$ cat src/rtl/sierpinski_seq_ctrl.sv
// Command sequencer for the 8-bit Sierpinski/LFSR datapath: seed load, bounded and free runs, row framing.
// Optional period measurement is compiled in with `define PERIOD_DETECT_EN.
module sierpinski_seq_ctrl #(
  parameter int          ROW_LEN  = 16,
  parameter int          CNT_W    = 16,
  parameter logic [7:0]  ZERO_SUB = 8'h01
) (
  input  logic             clk,
  input  logic             rst,
  input  logic             cmd_valid,
  output logic             cmd_ready,
  input  logic [1:0]       cmd_op,
  input  logic [7:0]       cmd_data,
  input  logic             halt,
  output logic             lfsr_load,
  output logic [7:0]       lfsr_seed,
  output logic             lfsr_step,
  input  logic [7:0]       lfsr_state,
  output logic             busy,
  output logic             done,
  output logic             aborted,
  output logic             row_strobe,
  output logic [CNT_W-1:0] step_count,
  output logic             period_valid,
  output logic [CNT_W-1:0] period
);

  typedef enum logic [1:0] {IDLE, LOAD, RUN, FREE} state_t;

  localparam logic [1:0] OP_LOAD = 2'd0;
  localparam logic [1:0] OP_RUN  = 2'd1;
  localparam logic [1:0] OP_FREE = 2'd2;
  localparam logic [7:0] COL_LAST = 8'(ROW_LEN - 1);

  state_t           state_q, state_d;
  logic [7:0]       seed_q, seed_d;
  logic [7:0]       remaining_q, remaining_d;
  logic [7:0]       col_q, col_d;
  logic [CNT_W-1:0] step_count_q, step_count_d;
  logic             done_q, done_d;
  logic             aborted_q, aborted_d;
  logic             row_strobe_q, row_strobe_d;
  logic             stepping;

  assign stepping = (state_q == RUN) || (state_q == FREE);

`ifdef PERIOD_DETECT_EN
  logic             step_d1_q, step_d1_d;
  logic             period_valid_q, period_valid_d;
  logic [CNT_W-1:0] period_q, period_d;
`endif

  always_comb begin
    state_d      = state_q;
    seed_d       = seed_q;
    remaining_d  = remaining_q;
    col_d        = col_q;
    step_count_d = step_count_q;
    done_d       = 1'b0;
    aborted_d    = 1'b0;
    row_strobe_d = 1'b0;

    if (stepping) begin
      step_count_d = step_count_q + 1'b1;
      if (col_q == COL_LAST) begin
        col_d        = 8'd0;
        row_strobe_d = 1'b1;
      end else begin
        col_d = col_q + 8'd1;
      end
    end

    case (state_q)
      IDLE: begin
        if (cmd_valid) begin
          case (cmd_op)
            OP_LOAD: begin
              seed_d  = (cmd_data == 8'd0) ? ZERO_SUB : cmd_data;
              state_d = LOAD;
            end
            OP_RUN: begin
              if (cmd_data == 8'd0) begin
                done_d = 1'b1;
              end else begin
                remaining_d = cmd_data;
                state_d     = RUN;
              end
            end
            OP_FREE: state_d = FREE;
            default: ;
          endcase
        end
      end
      LOAD: begin
        step_count_d = '0;
        col_d        = 8'd0;
        state_d      = IDLE;
      end
      RUN: begin
        remaining_d = remaining_q - 8'd1;
        // A halt landing on the final step still counts as a normal completion.
        if (remaining_q == 8'd1) begin
          state_d = IDLE;
          done_d  = 1'b1;
        end else if (halt) begin
          state_d     = IDLE;
          remaining_d = 8'd0;
          done_d      = 1'b1;
          aborted_d   = 1'b1;
        end
      end
      FREE: begin
        if (halt) state_d = IDLE;
      end
      default: state_d = IDLE;
    endcase
  end

`ifdef PERIOD_DETECT_EN
  // lfsr_state reflects a step one cycle later, so the compare uses the delayed step flag.
  always_comb begin
    step_d1_d      = stepping;
    period_valid_d = period_valid_q;
    period_d       = period_q;
    if (state_q == LOAD) begin
      period_valid_d = 1'b0;
      period_d       = '0;
    end else if (step_d1_q && !period_valid_q && (lfsr_state == seed_q) &&
                 (step_count_q != '0)) begin
      period_valid_d = 1'b1;
      period_d       = step_count_q;
    end
  end
`endif

  always_ff @(posedge clk) begin
    if (rst) begin
      state_q      <= IDLE;
      seed_q       <= ZERO_SUB;
      remaining_q  <= 8'd0;
      col_q        <= 8'd0;
      step_count_q <= '0;
      done_q       <= 1'b0;
      aborted_q    <= 1'b0;
      row_strobe_q <= 1'b0;
`ifdef PERIOD_DETECT_EN
      step_d1_q      <= 1'b0;
      period_valid_q <= 1'b0;
      period_q       <= '0;
`endif
    end else begin
      state_q      <= state_d;
      seed_q       <= seed_d;
      remaining_q  <= remaining_d;
      col_q        <= col_d;
      step_count_q <= step_count_d;
      done_q       <= done_d;
      aborted_q    <= aborted_d;
      row_strobe_q <= row_strobe_d;
`ifdef PERIOD_DETECT_EN
      step_d1_q      <= step_d1_d;
      period_valid_q <= period_valid_d;
      period_q       <= period_d;
`endif
    end
  end

  assign cmd_ready  = (state_q == IDLE);
  assign lfsr_load  = (state_q == LOAD);
  assign lfsr_step  = stepping;
  assign busy       = (state_q != IDLE);
  assign lfsr_seed  = seed_q;
  assign done       = done_q;
  assign aborted    = aborted_q;
  assign row_strobe = row_strobe_q;
  assign step_count = step_count_q;

`ifdef PERIOD_DETECT_EN
  assign period_valid = period_valid_q;
  assign period       = period_q;
`else
  logic unused_lfsr_state;
  assign unused_lfsr_state = ^lfsr_state;
  assign period_valid      = 1'b0;
  assign period            = '0;
`endif

endmodule

$ cat config.mk
export PLATFORM = sky130hd
export DESIGN_NAME = sierpinski_seq_ctrl
export DESIGN_NICKNAME = d
export VERILOG_FILES = /design/src/rtl/sierpinski_seq_ctrl.sv
export SDC_FILE = /design/constraint.sdc
export NUM_CORES = 1
export LEC_CHECK = 0
export ABC_AREA = 1
export CAP_MARGIN = 40
export CORE_ASPECT_RATIO = 0.75
export CORE_MARGIN = 2
export CORE_UTILIZATION = 48
export DETAILED_ROUTE_END_ITERATION = 7
export GPL_TIMING_DRIVEN = 0
export PLACE_DENSITY = 0.8
export SYNTH_ARGS = -nofsm -noshare
export SYNTH_HDL_FRONTEND = slang
export SYNTH_SLANG_ARGS = --single-unit
$ cat constraint.sdc
create_clock -name clk -period 1.5 [get_ports clk]
set_input_delay 0.45 -clock clk [delete_from_list [all_inputs] [get_ports clk]]
set_output_delay 0.45 -clock clk [all_outputs]
set_load 0.005 [all_outputs]
# Word-level counts from Yosys, hierarchy flattened

Index checks and enable logic that the tools add are counted.

Multiplexer cells: 21
$add $sub $neg: 3
Bitwise gates (word level): 2
Equality and inequality tests: 12
Reduce and logical (&&, ||, !) cells: 12

Operator list:

| operator                                                               | number |
|---|---|
| 8-bit two-way mux                                                      | 7 |
| 16-bit by 1-bit adder with 16-bit output (second input constant)       | 1 |
| 8-bit case mux with 2 select lines                                     | 1 |
| 8-bit by 1-bit adder with 8-bit output (second input constant)         | 1 |
| 8-bit by 1-bit equality test with 1-bit output (second input constant) | 1 |
| 8-bit by 4-bit equality test with 1-bit output (second input constant) | 1 |
| 8-bit zero test                                                        | 1 |
| 2-bit two-way mux                                                      | 4 |
| 2-bit case mux with 4 select lines                                     | 1 |
| 8-bit by 1-bit subtractor with 8-bit output (second input constant)    | 1 |
| 2-bit equality test (second input constant)                            | 3 |
| 1-bit two-way mux                                                      | 6 |
| 2-bit case mux with 3 select lines                                     | 1 |
| 3-bit AND reduction                                                    | 2 |
| 2-bit by 1-bit equality test with 1-bit output (second input constant) | 2 |
| 2-bit zero test                                                        | 2 |
| 2-bit != test (second input constant)                                  | 2 |
| 4-bit by 1-bit != test with 1-bit output (second input constant)       | 1 |
| 4-bit AND reduction                                                    | 1 |
| 2-bit nonzero test                                                     | 2 |
| 2-bit OR reduction                                                     | 2 |
| 3-bit != test (second input constant)                                  | 1 |
| 3-bit OR reduction                                                     | 1 |
| 2-bit by 1-bit != test with 1-bit output (second input constant)       | 1 |
| other kinds (3)                                                        | 4 |

Register bits: 45
Bits of input ports: 22

# Longest topological paths before layout

Word-level depth: 5
Mapped depth: 10
Depth with buffers taken out: 10

# Worst setup path after synthesis

No wires, ideal clock.

Kind: input to register
Start point: input cmd_op[1]
End point: register remaining_q[7]
Data arrival time: 1.239 ns
Stages on the path: 7
Path slack: 0.144 ns
Library setup time: 0.117 ns
Buffers on the path: 0
Cells stage by stage: inv_1 > ha_1 > inv_1 > a21oi_4 > nand2_4 > nor2_1 > a21oi_1

Cells in the longest elaborated chain, start to end: 3

RTL lines:

| item                                                      | RTL line | source |
|---|---|---|
| start: declaration                                        | 12       | `input logic [1:0] cmd_op,` |
| 2-bit by 1-bit equality test with 1-bit output            | 76       | `case (cmd_op)` |
| 2-bit by 1-bit != test with 1-bit output (no source line) | --       |  |
| 4-bit AND reduction (no source line)                      | --       |  |
| end signal: assignment                                    | 154      | `remaining_q <= remaining_d;` |
| end: declaration                                          | 37       | `logic [7:0] remaining_q, remaining_d;` |

No other way between the ends.
A chain may end at the register's enable or synchronous reset.

# Worst setup path after layout

Start point: register state_q[1]
End point: output busy

Cells in the longest elaborated chain, start to end: 1

RTL lines:

| item                     | RTL line | source |
|---|---|---|
| start: declaration       | 35       | `state_t state_q, state_d;` |
| start signal: assignment | 152      | `state_q <= state_d;` |
| 2-bit nonzero test       | 171      | `assign busy = (state_q != IDLE);` |
| end: declaration         | 19       | `output logic busy,` |

No other way between the ends.

==> results by group <==
Finish
  – Fillers: 410
  – Final instance area: 3510 um^2
  – Final net count: 493
  – Ant. Diodes: 0
  – Layout cells sized above 1: 0.248
  – Register area: 932 um^2
  – Area Overhead vs Synth: 39.1%
  – Post-layout util: 0.704
  – Area of the multi-input gates: 1500 um^2

Power and ir drop
  – Worst vdd ir: 0.467 mV
  – Total power: 0.00274 W
  – Switching power: 0.000880 W
  – Sw Ratio: 0.321
  – Power Density: 781 nW/um^2
  – Combinational power share: 0.253
  – LEAKAGE: 1.78 nW
  – Cell internal pwr: 0.00186 W
  – Flop pwr share: 0.470
  – Clock Power Share: 0.277

Logic synthesis
  – Post-synth top area share: 0.357
  – Top cells by area, synth: dfxtp_1, nand2_1, nor2_1
  – Synth warn: 0
  – Async SR Flop Fraction: 0
  – Count leader, synth: nand2_1
  – Post-synth top area cell: dfxtp_1
  – Netlist Area Pre-Place: 2520 um^2
  – Ys flop type: dfxtp_1
  – Most instantiated cells after synthesis: nand2_1, nor2_1, dfxtp_1
  – Flops & latches, synth: 45
  – Syn Area/Cell: 6.78 um^2
  – Post-synthesis sequential area ratio: 0.357
  – Synth cell types: 32
  – EDFF count, synth: 0
  – Post-Synthesis Cells: 372

Setup path
  – Worst Setup SP: state_q[1]
  – Reg2reg setup slack: 0.05 ns
  – Worst setup path endpoint: busy
  – Levels on crit path: 4
  – FF-to-FF Start: state_q[1]
  – Crit Path Max Fanout: 5
  – Max incr delay on CP: 0.38 ns
  – Crit-path most repeated cell: buf_6
  – CP Cell Sequence: nor2_4 -> buf_6 -> inv_8 -> buf_6
  – Crit start category: flip-flop
  – Worst path bufs/invs: 3
  – Crit path max-delay family: flip-flops
  – Worst EP arrival: 1.11 ns
  – Slowest-stage cell, CP: dfxtp_4
  – Data required, critical path: 1.05 ns
  – Reg-to-reg endpoint: remaining_q[7]
  – CP Class: flip-flop to output port
  – CP Capture Type: output port
  – FF-to-FF path depth: 8

Clock tree
  – Max Root-Sink Buffers: 2
  – CTS sink cnt: 45
  – Htree depth: 2
  – Clock-pin slew on the worst setup and hold paths: 0.09 ns
  – CTS root buffer: clkbuf_8
  – CTS Buf Count: 5
  – Clock latency on the worst-skew pair: 0.31 ns
  – CTS tree: yes

Routing
  – DRT iter0 DRCs: 180
  – Drt pass-1 iters: 4
  – Final WL: 6370 um
  – Vias per Instance: 4.79
  – Detail Route Antenna Nets: 0
  – DRC: 0
  – Drt wl/cell: 11.9 um
  – Vias: 2565

Outcome
  – Failing checks: setup timing
  – Status: finished with violations

Floorplan
  – Die area: 5850 um^2
  – Rows: 22
  – Chip height: 66.8 um
  – Placeable Area: 4980 um^2
  – Starting Density: 0.506
  – I/O Pins: 70
  – Die width: 87.7 um

GRT
  – Total congestion overflow: 0
  – First-pass GRT wire length: 10300 um
  – GR Util All Layers: 0.227
  – Vias in the first global route: 2312
  – Largest net degree at the start of global routing: 14
  – Antenna violations before repair: 0

STA
  – Final clock skew: 0.00614 ns
  – Endpoints failing setup: 1
  – Crit path time final: 1.56 ns
  – Worst setup margin: -0.0584 ns
  – Final worst path period share: 1.04
  – Fmax achieved: 0.642 GHz
  – Hold Fails Final Rpt: 0
  – RSZ-0062 raised after global routing: yes
  – Max-slew violations: 0

Place
  – GPL Wtd Cong: 0.875
  – DP Area: 3110 um^2
  – IO Port Bufs: 44
  – DP HPWL: 4350 um

Min path
  – Worst min path class: input port to flip-flop

Flow run
  – Max_cap viols: 0
[sequential cells by signal (all words and copies together), names as in the netlist]
name / count
col_q: 8
aborted: 1
state_q: 2
row_strobe: 1
lfsr_seed: 8
remaining_q: 8
step_count: 16
done: 1
[cells by family (layout without fill, tap and decap cells)]
kind of cell	count (synthesis)	in the layout	synth area share
adder cells (fa/ha/maj)	8	8	0.0397
AND/OR/NAND/NOR	209	211	0.364
other	1	17	0.00149
XOR/XNOR	8	8	0.0278
AO/OA/AOI/OAI	40	41	0.0893
buffers and inverters	61	134	0.120
flip-flops	45	45	0.357
[per-layer routing]
layer	GRT usage	wire (um)	part of all wire	up-vias
met4	0.0827	100	0.016	0
met5	0	0	0	-
met2	0.377	2880	0.45	71
met1	0.293	3020	0.47	1152
met3	0.0458	371	0.058	10
li1	-	-	-	1332
[repair_timing]
action                     in CTS  in global routing
gates resized for setup        88                 30
gates cloned                    3                  0
hold buffers                    0                  0
setup endpoints to repair      67                 30
buffers inserted               21                  2
pin swaps                       8                 16
[tightest hold or removal path, cell delays in order]
cell            delay [ns]
dlymetal6s2s_1        0.13
nor2_1                0.06
nor2_1                0.09
[worst min path at each step]
stage | from | end | slack, ns | depth (start not counted)
final | cmd_data[4] | lfsr_seed[4] | 0.46 | 3
after global routing | lfsr_seed[0] | lfsr_seed[0] | 0.49 | 2
after CTS | step_count[15] | step_count[15] | 0.48 | 2
after detailed placement | lfsr_seed[0] | lfsr_seed[0] | 0.46 | 2
after global placement | lfsr_seed[0] | lfsr_seed[0] | 0.46 | 2
after floorplan | lfsr_seed[0] | lfsr_seed[0] | 0.47 | 2
[through the flow]
stage	hold WS (ns)	worst slack, ns	TNS [ns]	instances
after floorplan	0.466	0.144	0	388
after global placement	0.457	-0.562	-18.60	504
after detailed placement	0.463	-0.537	-18.91	504
after CTS	0.478	-0.0701	-0.117	535
after global routing	0.488	-0.0827	-0.126	536
final	0.457	-0.0584	-0.0584	536
[cell usage in the layout (no fill, tap or decap), types with 3 or more instances in the layout]
cell type / synthesis / routed
nor2_2: 5 / 4
a21oi_1: 16 / 15
o21ai_0: 15 / 15
dfxtp_4: 0 / 3
clkbuf_8: 0 / 5
o21ai_2: 1 / 3
buf_4: 17 / 36
dfxtp_2: 0 / 16
ha_1: 8 / 6
nand2_2: 1 / 3
nor2_1: 72 / 69
dlymetal6s2s_1: 0 / 9
inv_1: 33 / 28
nand2_4: 1 / 4
buf_6: 1 / 6
inv_2: 6 / 10
conb_1: 1 / 17
xor2_1: 7 / 7
nor2_4: 3 / 7
nand2_1: 83 / 80
nand4_1: 5 / 5
buf_2: 2 / 3
dlygate4sd2_1: 0 / 30
nand3_1: 27 / 24
nor3_1: 8 / 8
dfxtp_1: 45 / 26
nand3_2: 1 / 4
[cell type report]
class / count / area share
multi-input combinational: 285 / 0.428
sequential: 45 / 0.266
timing repair buffer: 66 / 0.170
inverter: 39 / 0.0439
buffer: 21 / 0.0435
tap: 72 / 0.0257
clock buffer: 6 / 0.0207
clock inverter: 2 / 0.00286
[power groups by stage]
stage                     Clock, W  Combinational, W  Sequential (W)
after floorplan                  0          0.000410         0.00131
after CTS                 0.000763          0.000660         0.00128
after global placement           0          0.000580         0.00131
final                     0.000760          0.000692         0.00129
after detailed placement         0          0.000593         0.00131
after global routing      0.000813          0.000770         0.00129
Power figures use the tool's default switching activity.
